## src/rtl/instr_fetch32.sv

```systemverilog
// Minisys instruction fetch: PC register, req/ack instruction-memory fetch and next-PC selection.
// Optional IFETCH_ALIGN_CHECK_EN: misaligned next PC raises a sticky fetch_fault and halts.
module instr_fetch32 #(
  parameter int unsigned ADDR_W   = 14,
  parameter logic [31:0] RESET_PC = 32'h0000_0000
) (
  input  logic              clock,
  input  logic              reset,
  output logic              imem_req,
  output logic [ADDR_W-1:0] imem_addr,
  input  logic              imem_ack,
  input  logic [31:0]       imem_rdata,
  output logic [31:0]       Instruction,
  output logic [5:0]        Opcode,
  output logic [5:0]        Function_opcode,
  output logic              inst_valid,
  input  logic              stall,
  input  logic              Branch,
  input  logic              nBranch,
  input  logic              Jmp,
  input  logic              Jal,
  input  logic              Jr,
  input  logic              Zero,
  input  logic [31:0]       Addr_result,
  input  logic [31:0]       Read_data_1,
  output logic [31:0]       branch_base_addr,
  output logic [31:0]       link_addr,
  output logic [31:0]       pc,
  output logic              fetch_fault
);

  localparam logic [1:0] S_IDLE = 2'd0;
  localparam logic [1:0] S_REQ  = 2'd1;
  localparam logic [1:0] S_EXEC = 2'd2;
  localparam logic [1:0] S_HALT = 2'd3;

  logic [1:0]  state_q, state_d;
  logic [31:0] pc_q, pc_d;
  logic [31:0] instr_q, instr_d;
  logic [31:0] pc_plus4;
  logic [31:0] jump_target;
  logic [31:0] sel_pc;
  logic        branch_taken;
`ifdef IFETCH_ALIGN_CHECK_EN
  logic        fault_q, fault_d;
`endif

  // Next-PC candidates, all derived from registered PC and instruction
  assign pc_plus4     = pc_q + 32'd4;
  assign jump_target  = {pc_plus4[31:28], instr_q[25:0], 2'b00};
  assign branch_taken = (Branch && Zero) || (nBranch && !Zero);

  always_comb begin
    sel_pc = pc_plus4;
    if (Jr) begin
      sel_pc = Read_data_1;
    end else if (Jmp || Jal) begin
      sel_pc = jump_target;
    end else if (branch_taken) begin
      sel_pc = Addr_result;
    end
  end

  always_comb begin
    state_d = state_q;
    pc_d    = pc_q;
    instr_d = instr_q;
`ifdef IFETCH_ALIGN_CHECK_EN
    fault_d = fault_q;
`endif
    case (state_q)
      S_IDLE: state_d = S_REQ;
      S_REQ: begin
        if (imem_ack) begin
          instr_d = imem_rdata;
          state_d = S_EXEC;
        end
      end
      S_EXEC: begin
        if (!stall) begin
`ifdef IFETCH_ALIGN_CHECK_EN
          if (sel_pc[1:0] != 2'b00) begin
            fault_d = 1'b1;
            state_d = S_HALT;
          end else begin
            pc_d    = sel_pc;
            state_d = S_REQ;
          end
`else
          pc_d    = sel_pc & 32'hFFFF_FFFC;
          state_d = S_REQ;
`endif
        end
      end
      S_HALT:  state_d = S_HALT;
      default: state_d = S_IDLE;
    endcase
  end

  always_ff @(posedge clock or negedge reset) begin
    if (!reset) begin
      state_q <= S_IDLE;
      pc_q    <= RESET_PC;
      instr_q <= 32'h0;
    end else begin
      state_q <= state_d;
      pc_q    <= pc_d;
      instr_q <= instr_d;
    end
  end

`ifdef IFETCH_ALIGN_CHECK_EN
  always_ff @(posedge clock or negedge reset) begin
    if (!reset) begin
      fault_q <= 1'b0;
    end else begin
      fault_q <= fault_d;
    end
  end
  assign fetch_fault = fault_q;
`else
  assign fetch_fault = 1'b0;
`endif

  // Request/valid decode straight from the state register so reset drops them at once
  assign imem_req         = (state_q == S_REQ);
  assign inst_valid       = (state_q == S_EXEC);
  assign imem_addr        = pc_q[ADDR_W+1:2];
  assign Instruction      = instr_q;
  assign Opcode           = instr_q[31:26];
  assign Function_opcode  = instr_q[5:0];
  assign pc               = pc_q;
  assign branch_base_addr = pc_plus4;
  assign link_addr        = pc_plus4;

endmodule

```

## config.mk

```make
export PLATFORM = sky130hd
export DESIGN_NAME = instr_fetch32
export DESIGN_NICKNAME = d
export VERILOG_FILES = /design/src/rtl/instr_fetch32.sv
export SDC_FILE = /design/constraint.sdc
export NUM_CORES = 1
export LEC_CHECK = 0
export BUFFER_PORTS_ARGS = -buffer_cell sky130_fd_sc_hd__clkbuf_2
export CORE_ASPECT_RATIO = 1.1
export CORE_MARGIN = 1.5
export CORE_UTILIZATION = 23
export CTS_BUF_LIST = sky130_fd_sc_hd__clkbuf_2
export CTS_CLUSTER_SIZE = 14
export DETAILED_ROUTE_END_ITERATION = 10
export GPL_ROUTABILITY_DRIVEN = 0
export GPL_TIMING_DRIVEN = 1
export PLACE_DENSITY = 0.49
export SYNTH_ARGS = -nofsm -noshare
export SYNTH_HDL_FRONTEND = slang
export SYNTH_SLANG_ARGS = --single-unit
```

## constraint.sdc

```tcl
create_clock -name clock -period 6.7 [get_ports clock]
set_input_delay 0.67 -clock clock [delete_from_list [all_inputs] [get_ports clock]]
set_output_delay 0.67 -clock clock [all_outputs]
set_load 0.05 [all_outputs]
```

==> results of run 1 <==
[per-layer routing]
metal  up-vias  global-route usage  wire (um)
li1       2139                   -          -
met1      2155               0.236       7870
met5         -                   0         17
met3        23              0.0387       1010
met4         2              0.0649        398
met2       159               0.271       8430
[sequential cells by signal (all words and copies together), names as in the netlist]
name,cells
pc,30
Instruction,32
state_q,2
[stage by stage]
stage | util | std cells
2_1_floorplan | - | 508
5_1_grt | 0.298 | 939
3_5_place_dp | 0.289 | 921
6_report | 0.298 | 940
3_3_place_gp | 0.289 | 921
4_1_cts | 0.298 | 937
[cell type report]
cell class | instances | area, sq um
fillers | 2112 | 13400
repair buffers | 257 | 1300
diodes | 3 | 7.51
flip-flops and latches | 64 | 1600
inverters | 6 | 22.5
multi-input cells | 347 | 2290
clock inverters | 7 | 120
well taps | 247 | 309
clock buffers | 9 | 45.0
[cell usage after synthesis, drive strengths merged (5+ instances only)]
library cell	instances
xnor2	16
or3	7
o21ai	27
and3	11
o22ai	6
nand2b	10
clkbuf	25
nor3	11
buf	66
dfrtp	64
a221oi	11
a21oi	25
inv	6
nand2	40
nor4	6
xor2	11
mux2	33
nor2	30
o31ai	5
nand4	12
nand3	20
[cells by family (layout without fill, tap and decap cells)]
kind of cell    count (synthesis)  in the layout  share of synthesized area
buf+inv                        97            279                      0.136
mux                            34             34                     0.0853
compound gates                114            114                      0.174
xor+xnor                       27             27                     0.0528
flops                          64             64                      0.358
simple gates                  164            164                      0.190
fa+ha+maj                       1              1                    0.00280
other cells                     1             10                   0.000838
[worst register-to-register path: stages (launching register included)]
cell,delay (ps)
dfrtp_1,590
ha_1,250
nand3_1,280
or2_1,430
nor4_1,610
a21oi_1,150
o22a_1,210
[where the power goes]
part | internal [mW] | leakage [nW] | total (mW) | switching (mW)
Clock | 0.161 | 0.0921 | 0.330 | 0.169
Sequential | 0.546 | 0.767 | 0.807 | 0.262
Combinational | 0.473 | 1.90 | 2.31 | 1.84
Total | 1.18 | 2.76 | 3.45 | 2.27
[worst min-delay path by stage]
| stage | cells past startpoint | slack [ps] | end | from |
|---|---|---|---|---|
| final | 2 | 260 | pc[12]$_DFFE_PN0P_ | reset |
| after CTS | 2 | 230 | Instruction[5]$_DFFE_PN0P_ | imem_rdata[5] |
| after detailed placement | 1 | 520 | Instruction[31]$_DFFE_PN0P_ | Instruction[31]$_DFFE_PN0P_ |
| after global routing | 2 | 220 | Instruction[5]$_DFFE_PN0P_ | imem_rdata[5] |
| after floorplan | 0 | 370 | Instruction[0]$_DFFE_PN0P_ | reset |
| after global placement | 1 | 520 | Instruction[28]$_DFFE_PN0P_ | Instruction[28]$_DFFE_PN0P_ |
[cell usage in the layout, fill, tap and decap left out, types with 3 or more instances in the layout]
cell and instances:
clkbuf_2 259, dfrtp_1 64, nand2_1 40, mux2_2 33, nor2_1 30, o21ai_0 27, a21oi_1 25, nand3_1 20
xnor2_1 16, and3_1 11, nand4_1 11, xor2_1 11, nor3_1 11, a221oi_1 11, nand2b_1 10, conb_1 7
inv_1 6, nor4_1 6, or3_1 6, o22ai_1 6, buf_4 6, o31ai_1 5, a211o_1 4, a31oi_1 4
a32o_1 4, diode_2 3, and4_1 3, and2_1 3, or2_2 3, o22a_1 3, o41ai_1 3, a221o_1 3
bufinv_16 3
==> impl_results.md, run 1 <==
* Outcome: finished clean
* Worst setup path endpoint: link_addr[28]
* Headroom to the max-slew limit at 0.224
* Clk root buf: clkbuf_2
* Vias/cell at 4.76
* CP Data Required Time at 6030 ps
* R2R Setup Slk at 4120 ps
* Worst setup SP type: flop
* Pre-Repair DR Iteration Count at 4
* Worst hold slack at 262 ps
* PwrDens at 605 nW/um^2
* I/O pin count at 263
* First-pass GRT wire length at 26.2 mm
* CP peak stage delay at 610 ps
* Crit. path cell count at 6
* CTS buffer count at 9
* Antenna-violating nets left at 0
* Final Cell Area at 5700 sq um
* RSZ-0062 raised after global routing: no
* Drt drc at 0
* Worst reg2reg path startpoint: pc[2]$_DFFE_PN0P_
* Reg2Reg Capture Point: pc[28]$_DFFE_PN0P_
* Final period util at 0.596
* Fmax at 251 MHz
* Hold Fails Final Rpt at 0
* Hold crit path type: input pin to asynchronous set/reset pin
* Clk buf depth at 2
* Placed Area at 5530 sq um
* Via Count at 4478
* CP startpoint: pc[2]$_DFFE_PN0P_
* Post-Syn Instances at 502
* Worst path bufs/invs at 1
* Setup Buffers After CTS at 0
* Final Skew at 28.9 ps
* Asr flop ratio synth at 1.00
* Max-cap violations at 0
* Register area share after synthesis at 0.358
* Worst setup EP type: output port
* Critical setup path kind: flop to output port
* Leak pwr at 2.76 nW
* Setup Viol. Count Final at 0
* Initial antenna violation count at 4
* Layout cells sized above 1 at 0.458
* Row count at 53
* Post-synth top flop: dfrtp_1
* R2R depth at 6
* Yosys cell types at 58
* Die Span Y at 149 um
* DRT Wirelength at 17.7 mm
* Post-DP HPWL at 13.4 mm
* Post-synth EDFFs at 0
* CTS tree: done
* Mapped Avg Cell Area at 8.92 sq um
* Clock transition at path regs at 210 ps
* Post-CTS Resized at 0
* Post-Syn Area at 4480 sq um
* Post-route minimum period at 3990 ps
* Htree depth at 3
* Die width at 136 um
* GRT Overall Usage at 0.174
* Peak supply drop at 0.426 mV
* Place WS at 3300 ps
* Worst-Skew Late Latency at 570 ps
* Drt wl/cell at 18.9 um
* Yosys top cell by area: dfrtp_1
* Setup tns final at 0 ps
* Tot Pwr at 3.45 mW
* Top post-synthesis cells by area: dfrtp_1 (36%), buf_4 (11%), mux2_2 (8.3%)
* Worst Max-Slew Pin Slew at 1160 ps
* Initial core utilization at 0.234
* Slowest cell on crit path: nor4_1
* Syn. warnings at 0
* CP max FO at 8
* Input/output buffers at 251
* Area growth syn-to-layout at 27.3%
* Nets@finish at 792
* CTS Hold Bufs at 0
* Starting DRT DRC Count at 243
* Setup ws final at 2710 ps
* TritonCTS Sinks at 64
* Crit-path cells: ha_1 -> nand3_1 -> or2_1 -> nor4_1 -> xor2_1 -> clkbuf_2
* Pin count of the biggest net entering global routing at 65
* Delay-heaviest family, CP: simple AND/OR/NAND/NOR gates
* Die ar. at 20300 sq um
* Gr ovfl total at 0
* Crit path DAT at 3320 ps
* Top-area cell type share of the netlist area at 0.358
* Final slew viol count at 0
* Core ar. at 19100 sq um
* Seq cells post-synth at 64
* Vias in the first global route at 4235
(Power assumes the default switching activity.)
==> run 2: changes to the inputs <==
clock period = 3.7 ns   (was 6.7 ns; I/O delays follow)
==> run 2 against run 1 <==
Sequential cell count unchanged; critical endpoint is now branch_base_addr[28]; non-clock buffer count up 40; sequential power up 81%; final cell count is 4.3% higher; clock skew rose by 1.1 ps; core utilization increased by 2.0 points; routed wire length increased by 2.1%; register-to-register slack worse by 2900 ps; critical path type unchanged.
==> impl_results.md, run 2 (synthesis results as in run 1) <==
* Die Span Y at 149 um (unchanged)
* Most frequent cells in the layout: clkbuf_2 (260), dfrtp_1 (64), nand2_1 (40)
* Clock transition at path regs at 220 ps (about the same)
* Hold crit path type: input pin to flop
* Layout cells sized above 1 at 0.441 (-0.0169)
* Worst hold slack at 97.6 ps (-164 ps)
* Worst-Skew Late Latency at 530 ps (-40 ps)
* Worst Max-Slew Pin Slew at 840 ps (-319 ps)
* Final slew viol count at 0 (unchanged)
* Worst setup SP type: flop
* Clk root buf: clkbuf_2
* Input/output buffers at 251 (unchanged)
* Via Count at 4578 (+2.2%)
* Drt drc at 0 (unchanged)
* Clk buf depth at 2 (unchanged)
* Initial core utilization at 0.234 (unchanged)
* Max reg flops at 32 (unchanged)
* Vias in the first global route at 4386 (+3.6%)
* Leak pwr at 2.93 nW (+6.2%)
* CP Data Required Time at 3330 ps (-2700 ps)
* Worst setup EP type: output port
* Final Skew at 30.0 ps (+1.13 ps)
* GRT Overall Usage at 0.177 (+0.00264)
* Pin count of the biggest net entering global routing at 38 (-42%)
* Tot Pwr at 6.27 mW (+82%)
* Commonest non-fill, non-tap cell in the layout: clkbuf_2
* Setup ws final at 351 ps (-2360 ps)
* TritonCTS Sinks at 64 (unchanged)
* Final period util at 0.905
* DRT Wirelength at 18.1 mm (+2.1%)
* Post-route minimum period at 3350 ps
* Fill count at 2125 (+0.62%)
* Fmax at 299 MHz
* Final core occ at 0.319 (+0.0202)
* CP max FO at 8 (unchanged)
* Place WS at 782 ps (-2520 ps)
* Area growth syn-to-layout at 36.0%
* Core ar. at 19100 sq um (unchanged)
* Crit path DAT at 2980 ps (-340 ps)
* Post-DP HPWL at 13.8 mm (+2.4%)
* Hold Fails Final Rpt at 0 (unchanged)
* Die ar. at 20300 sq um (unchanged)
* Pre-Repair DR Iteration Count at 4 (unchanged)
* Peak supply drop at 0.730 mV (+71%)
* Setup tns final at 0 ps (unchanged)
* Max-cap violations at 0 (unchanged)
* CTS buffer count at 9 (unchanged)
* CTS tree: done
* First-pass GRT wire length at 26.7 mm (+2.1%)
* Initial antenna violation count at 4 (unchanged)
* Vias/cell at 4.67 (-1.9%)
* Htree depth at 3 (unchanged)
* Inst Count DP at 926 (+0.54%)
* PwrDens at 1030 nW/um^2 (+70%)
* Outcome: finished clean
* Headroom to the max-slew limit at 0.440 (+0.216)
* Final Cell Area at 6080 sq um (+6.8%)
* Placed Area at 5560 sq um (+0.68%)
* RSZ-0062 raised after global routing: no
* Starting DRT DRC Count at 238 (-2.1%)
* Antenna-violating nets left at 0 (unchanged)
* I/O pin count at 263 (unchanged)
* Critical setup path kind: flop to output port
* Gr ovfl total at 0 (unchanged)
* Nets@finish at 832 (+5.1%)
* Drt wl/cell at 18.5 um (-2.1%)
* Fin cells at 980 (+4.3%)
* Setup Viol. Count Final at 0 (unchanged)
* Die width at 136 um (unchanged)
* Row count at 53 (unchanged)
## run 2: changes by cell type in the layout (fill, tap and decap cells not counted), sizes merged
cell	delta
dlygate4sd3	+35
buf	+5
clkbuf	+1
clkinv	-1
## run 2: final timing paths
kind	cells past startpoint	slack, ps	end	from
setup / recovery	7	350	branch_base_addr[28]	pc[2]$_DFFE_PN0P_
hold / removal	3	100	pc[6]$_DFFE_PN0P_	Read_data_1[6]
setup reg to reg	7	1250	pc[30]$_DFFE_PN0P_	pc[2]$_DFFE_PN0P_
hold reg to reg	1	560	Instruction[28]$_DFFE_PN0P_	Instruction[28]$_DFFE_PN0P_
max in group asynchronous	3	2450	pc[18]$_DFFE_PN0P_	reset
min in group asynchronous	2	440	pc[8]$_DFFE_PN0P_	reset
## run 2: where the power goes
group	switching [mW]	internal, mW	leakage, nW
combinational	3.34	0.884	2.07
clock	0.292	0.291	0.0919
sequential	0.471	0.988	0.767
total	4.10	2.16	2.93
## run 2: final cells by class
cell class	count	area (sq um)	area share
clock buffers	10	50.0	0.00823
clock inverters	6	108	0.0177
well taps	247	309	0.0508
multi-input cells	347	2300	0.378
diodes	3	7.51	0.00123
inverters	6	22.5	0.00370
flip-flops and latches	64	1600	0.263
repair buffers	297	1690	0.278
## run 2: repair_timing
action,CTS,global route
hold buffers,35,0
setup endpoints to repair,0,2
buffers inserted,0,0
endpoints found under the hold margin,63,0
gates resized for setup,0,1
## run 2: per-layer routing
layer / global-route usage / vias up / part of all wire
met1: 0.241 / 2209 / 0.45
met5: 0 / - / 0.00061
met4: 0.0676 / 2 / 0.020
met2: 0.275 / 136 / 0.48
li1: - / 2213 / -
met3: 0.0360 / 18 / 0.049
## run 2: worst max-delay path, stage by stage (launching register included)
cell,delay [ps]
dfrtp_1,590
ha_1,250
nand3_1,80
buf_4,180
or2_1,330
nor4_2,450
xor2_1,270
clkbuf_2,320
==> run 3: changes to the inputs <==
clock period = 4.15 ns   (was 3.7 ns; I/O delays follow)
==> run 3 against run 2 <==
Critical path depth unchanged; non-clock buffer count decreased by 17; sequential cell count unchanged; clock skew increased by 4.3 ps; worst hold slack got worse by 31 ps; sequential share of layout area increased by 0.65 points; routed wire length decreased by 1.1%; power decreased by 9.8%; largest cell class unchanged; largest power group unchanged.
==> impl_results.md, run 3 (synthesis results as in run 1) <==
* Via Count at 4538 (-0.87%)
* Die width at 136 um (unchanged)
* CP max FO at 8 (unchanged)
* Row count at 53 (unchanged)
* Fin cells at 963 (-1.7%)
* Pin count of the biggest net entering global routing at 36 (-5.3%)
* Flop pwr share at 0.226 (-0.007)
* Comb power frac at 0.669 (-0.005)
* NetSw at 3.67 mW (-11%)
* Switch share at 0.649 (-0.00591)
* Headroom to the max-slew limit at 0.311 (-0.129)
* Commonest non-fill, non-tap cell in the layout: clkbuf_2
* Setup tns final at 0 ps (unchanged)
* Final slew viol count at 0 (unchanged)
* Initial antenna violation count at 4 (unchanged)
* RSZ-0062 raised after global routing: no
* Post-DP HPWL at 13.7 mm (-0.35%)
* Peak supply drop at 0.678 mV (-7.1%)
* Worst setup EP type: output port
* I/O pin count at 263 (unchanged)
* Max reg flops at 32 (unchanged)
* Setup Viol. Count Final at 0 (unchanged)
* R2R depth at 7 (unchanged)
* Clock power frac at 0.105 (+0.012)
* Worst Max-Slew Pin Slew at 1030 ps (+193 ps)
* Layout cells sized above 1 at 0.452 (+0.0105)
* Tot Pwr at 5.65 mW (-9.8%)
* GRT Overall Usage at 0.177 (-0.000565)
* Post-route minimum period at 3480 ps
* Worst hold slack at 66.9 ps (-30.7 ps)
* Core ar. at 19100 sq um (unchanged)
* Outcome: finished clean
* Vias/cell at 4.71 (+0.88%)
* Worst Hold Path Cells at 2 (-1)
* Worst-Skew Late Latency at 590 ps (+60 ps)
* PwrDens at 952 nW/um^2 (-7.6%)
* Inst Count DP at 927 (+0.11%)
* Clock transition at path regs at 230 ps (about the same)
* Hold crit path type: input pin to flop
* Drt wl/cell at 18.6 um (+0.69%)
* Leak pwr at 2.87 nW (-2.2%)
* TritonCTS Sinks at 64 (unchanged)
* Int Pwr at 1.98 mW (-8.3%)
* Max-cap violations at 0 (unchanged)
* Die Span Y at 149 um (unchanged)
* Final period util at 0.840
* Die ar. at 20300 sq um (unchanged)
* Gr ovfl total at 0 (unchanged)
* Pre-Repair DR Iteration Count at 4 (unchanged)
* Drt drc at 0 (unchanged)
* First-pass GRT wire length at 26.4 mm (-1.3%)
* CTS buffer count at 9 (unchanged)
* Starting DRT DRC Count at 198 (-17%)
* Input/output buffers at 251 (unchanged)
* Hold Fails Final Rpt at 0 (unchanged)
* Critical setup path kind: flop to output port
* Htree depth at 3 (unchanged)
* Clk root buf: clkbuf_2
* Initial core utilization at 0.234 (unchanged)
* Vias in the first global route at 4411 (+0.57%)
* Most frequent cells in the layout: clkbuf_2 (259), dfrtp_1 (64), nand2_1 (40)
* Nets@finish at 815 (-2.0%)
* Fmax at 287 MHz
* Area growth syn-to-layout at 32.7%
* CTS tree: done
* CP Data Required Time at 3730 ps (+400 ps)
* Antenna-violating nets left at 0 (unchanged)
* Final Skew at 34.3 ps (+4.31 ps)
* Clk buf depth at 2 (unchanged)
* Worst setup SP type: flop
* Crit path DAT at 3070 ps (+90 ps)
* DRT Wirelength at 17.9 mm (-1.1%)
==> run 3: cell types whose count changed in the layout (fill, tap and decap cells not counted), sizes merged <==
cell         previous run  this run
dlygate4sd3            35        17
buf                    12        13
clkinv                  2         1
clkbuf                260       259
clkinvlp                1         2
bufinv                  3         4
==> run 3: final cells by class <==
class                           count  area [sq um]
Inverter                            6          22.5
Fill cell                        2109         13200
Clock inverter                      7           144
Clock buffer                        9          45.0
Multi-Input combinational cell    347          2290
Antenna cell                        3          7.51
Sequential cell                    64          1600
Timing Repair Buffer              280          1520
Tap cell                          247           309
==> run 3: layer usage <==
| layer | global-route usage | up-vias | share of wire |
|---|---|---|---|
| met5 | 0 | - | 0.00095 |
| met1 | 0.234 | 2177 | 0.43 |
| met3 | 0.0411 | 29 | 0.058 |
| li1 | - | 2173 | - |
| met2 | 0.273 | 157 | 0.48 |
| met4 | 0.0782 | 2 | 0.031 |
==> run 3: repair_timing <==
action	4_1_cts	5_1_grt
endpoints found under the hold margin	44	5
hold buffers	12	5
gates resized for setup	0	0
setup buffers	0	0
==> run 3: worst paths after layout <==
path	from	endpoint	slack (ps)
worst min register to register	Instruction[28]$_DFFE_PN0P_	Instruction[28]$_DFFE_PN0P_	560
max in group asynchronous	reset	Instruction[28]$_DFFE_PN0P_	2730
worst max-delay path	pc[3]$_DFFE_PN0P_	branch_base_addr[28]	670
worst max register to register	pc[3]$_DFFE_PN0P_	pc[30]$_DFFE_PN0P_	1780
min in group asynchronous	reset	pc[6]$_DFFE_PN0P_	420
worst min-delay path	imem_rdata[31]	Instruction[31]$_DFFE_PN0P_	70
==> run 3: metrics by stage <==
stage / instance area [sq um] / worst slack [ps] / util
6_report: 5940 / 665 / 0.311
4_1_cts: 5880 / 609 / 0.308
2_1_floorplan: 4500 / 515 / -
3_3_place_gp: 5570 / 1270 / 0.292
3_5_place_dp: 5570 / 1320 / 0.292
5_1_grt: 5930 / 417 / 0.311
==> run 3: critical path: stages (launching register included) <==
cell and delay [ps]:
dfrtp_1 510, ha_1 220, nand3_1 90, buf_4 180, or2_1 330, nor4_1 540
xor2_1 270, clkbuf_2 330
==> run 3: power groups by stage <==
stage / Combinational (mW) / Sequential, mW / Clock [mW]
after floorplan: 2.36 / 2.11 / 0
after global placement: 3.78 / 1.30 / 0
after detailed placement: 3.79 / 1.30 / 0
after CTS: 3.80 / 1.28 / 0.610
after global routing: 3.95 / 1.34 / 0.637
final: 3.78 / 1.28 / 0.592
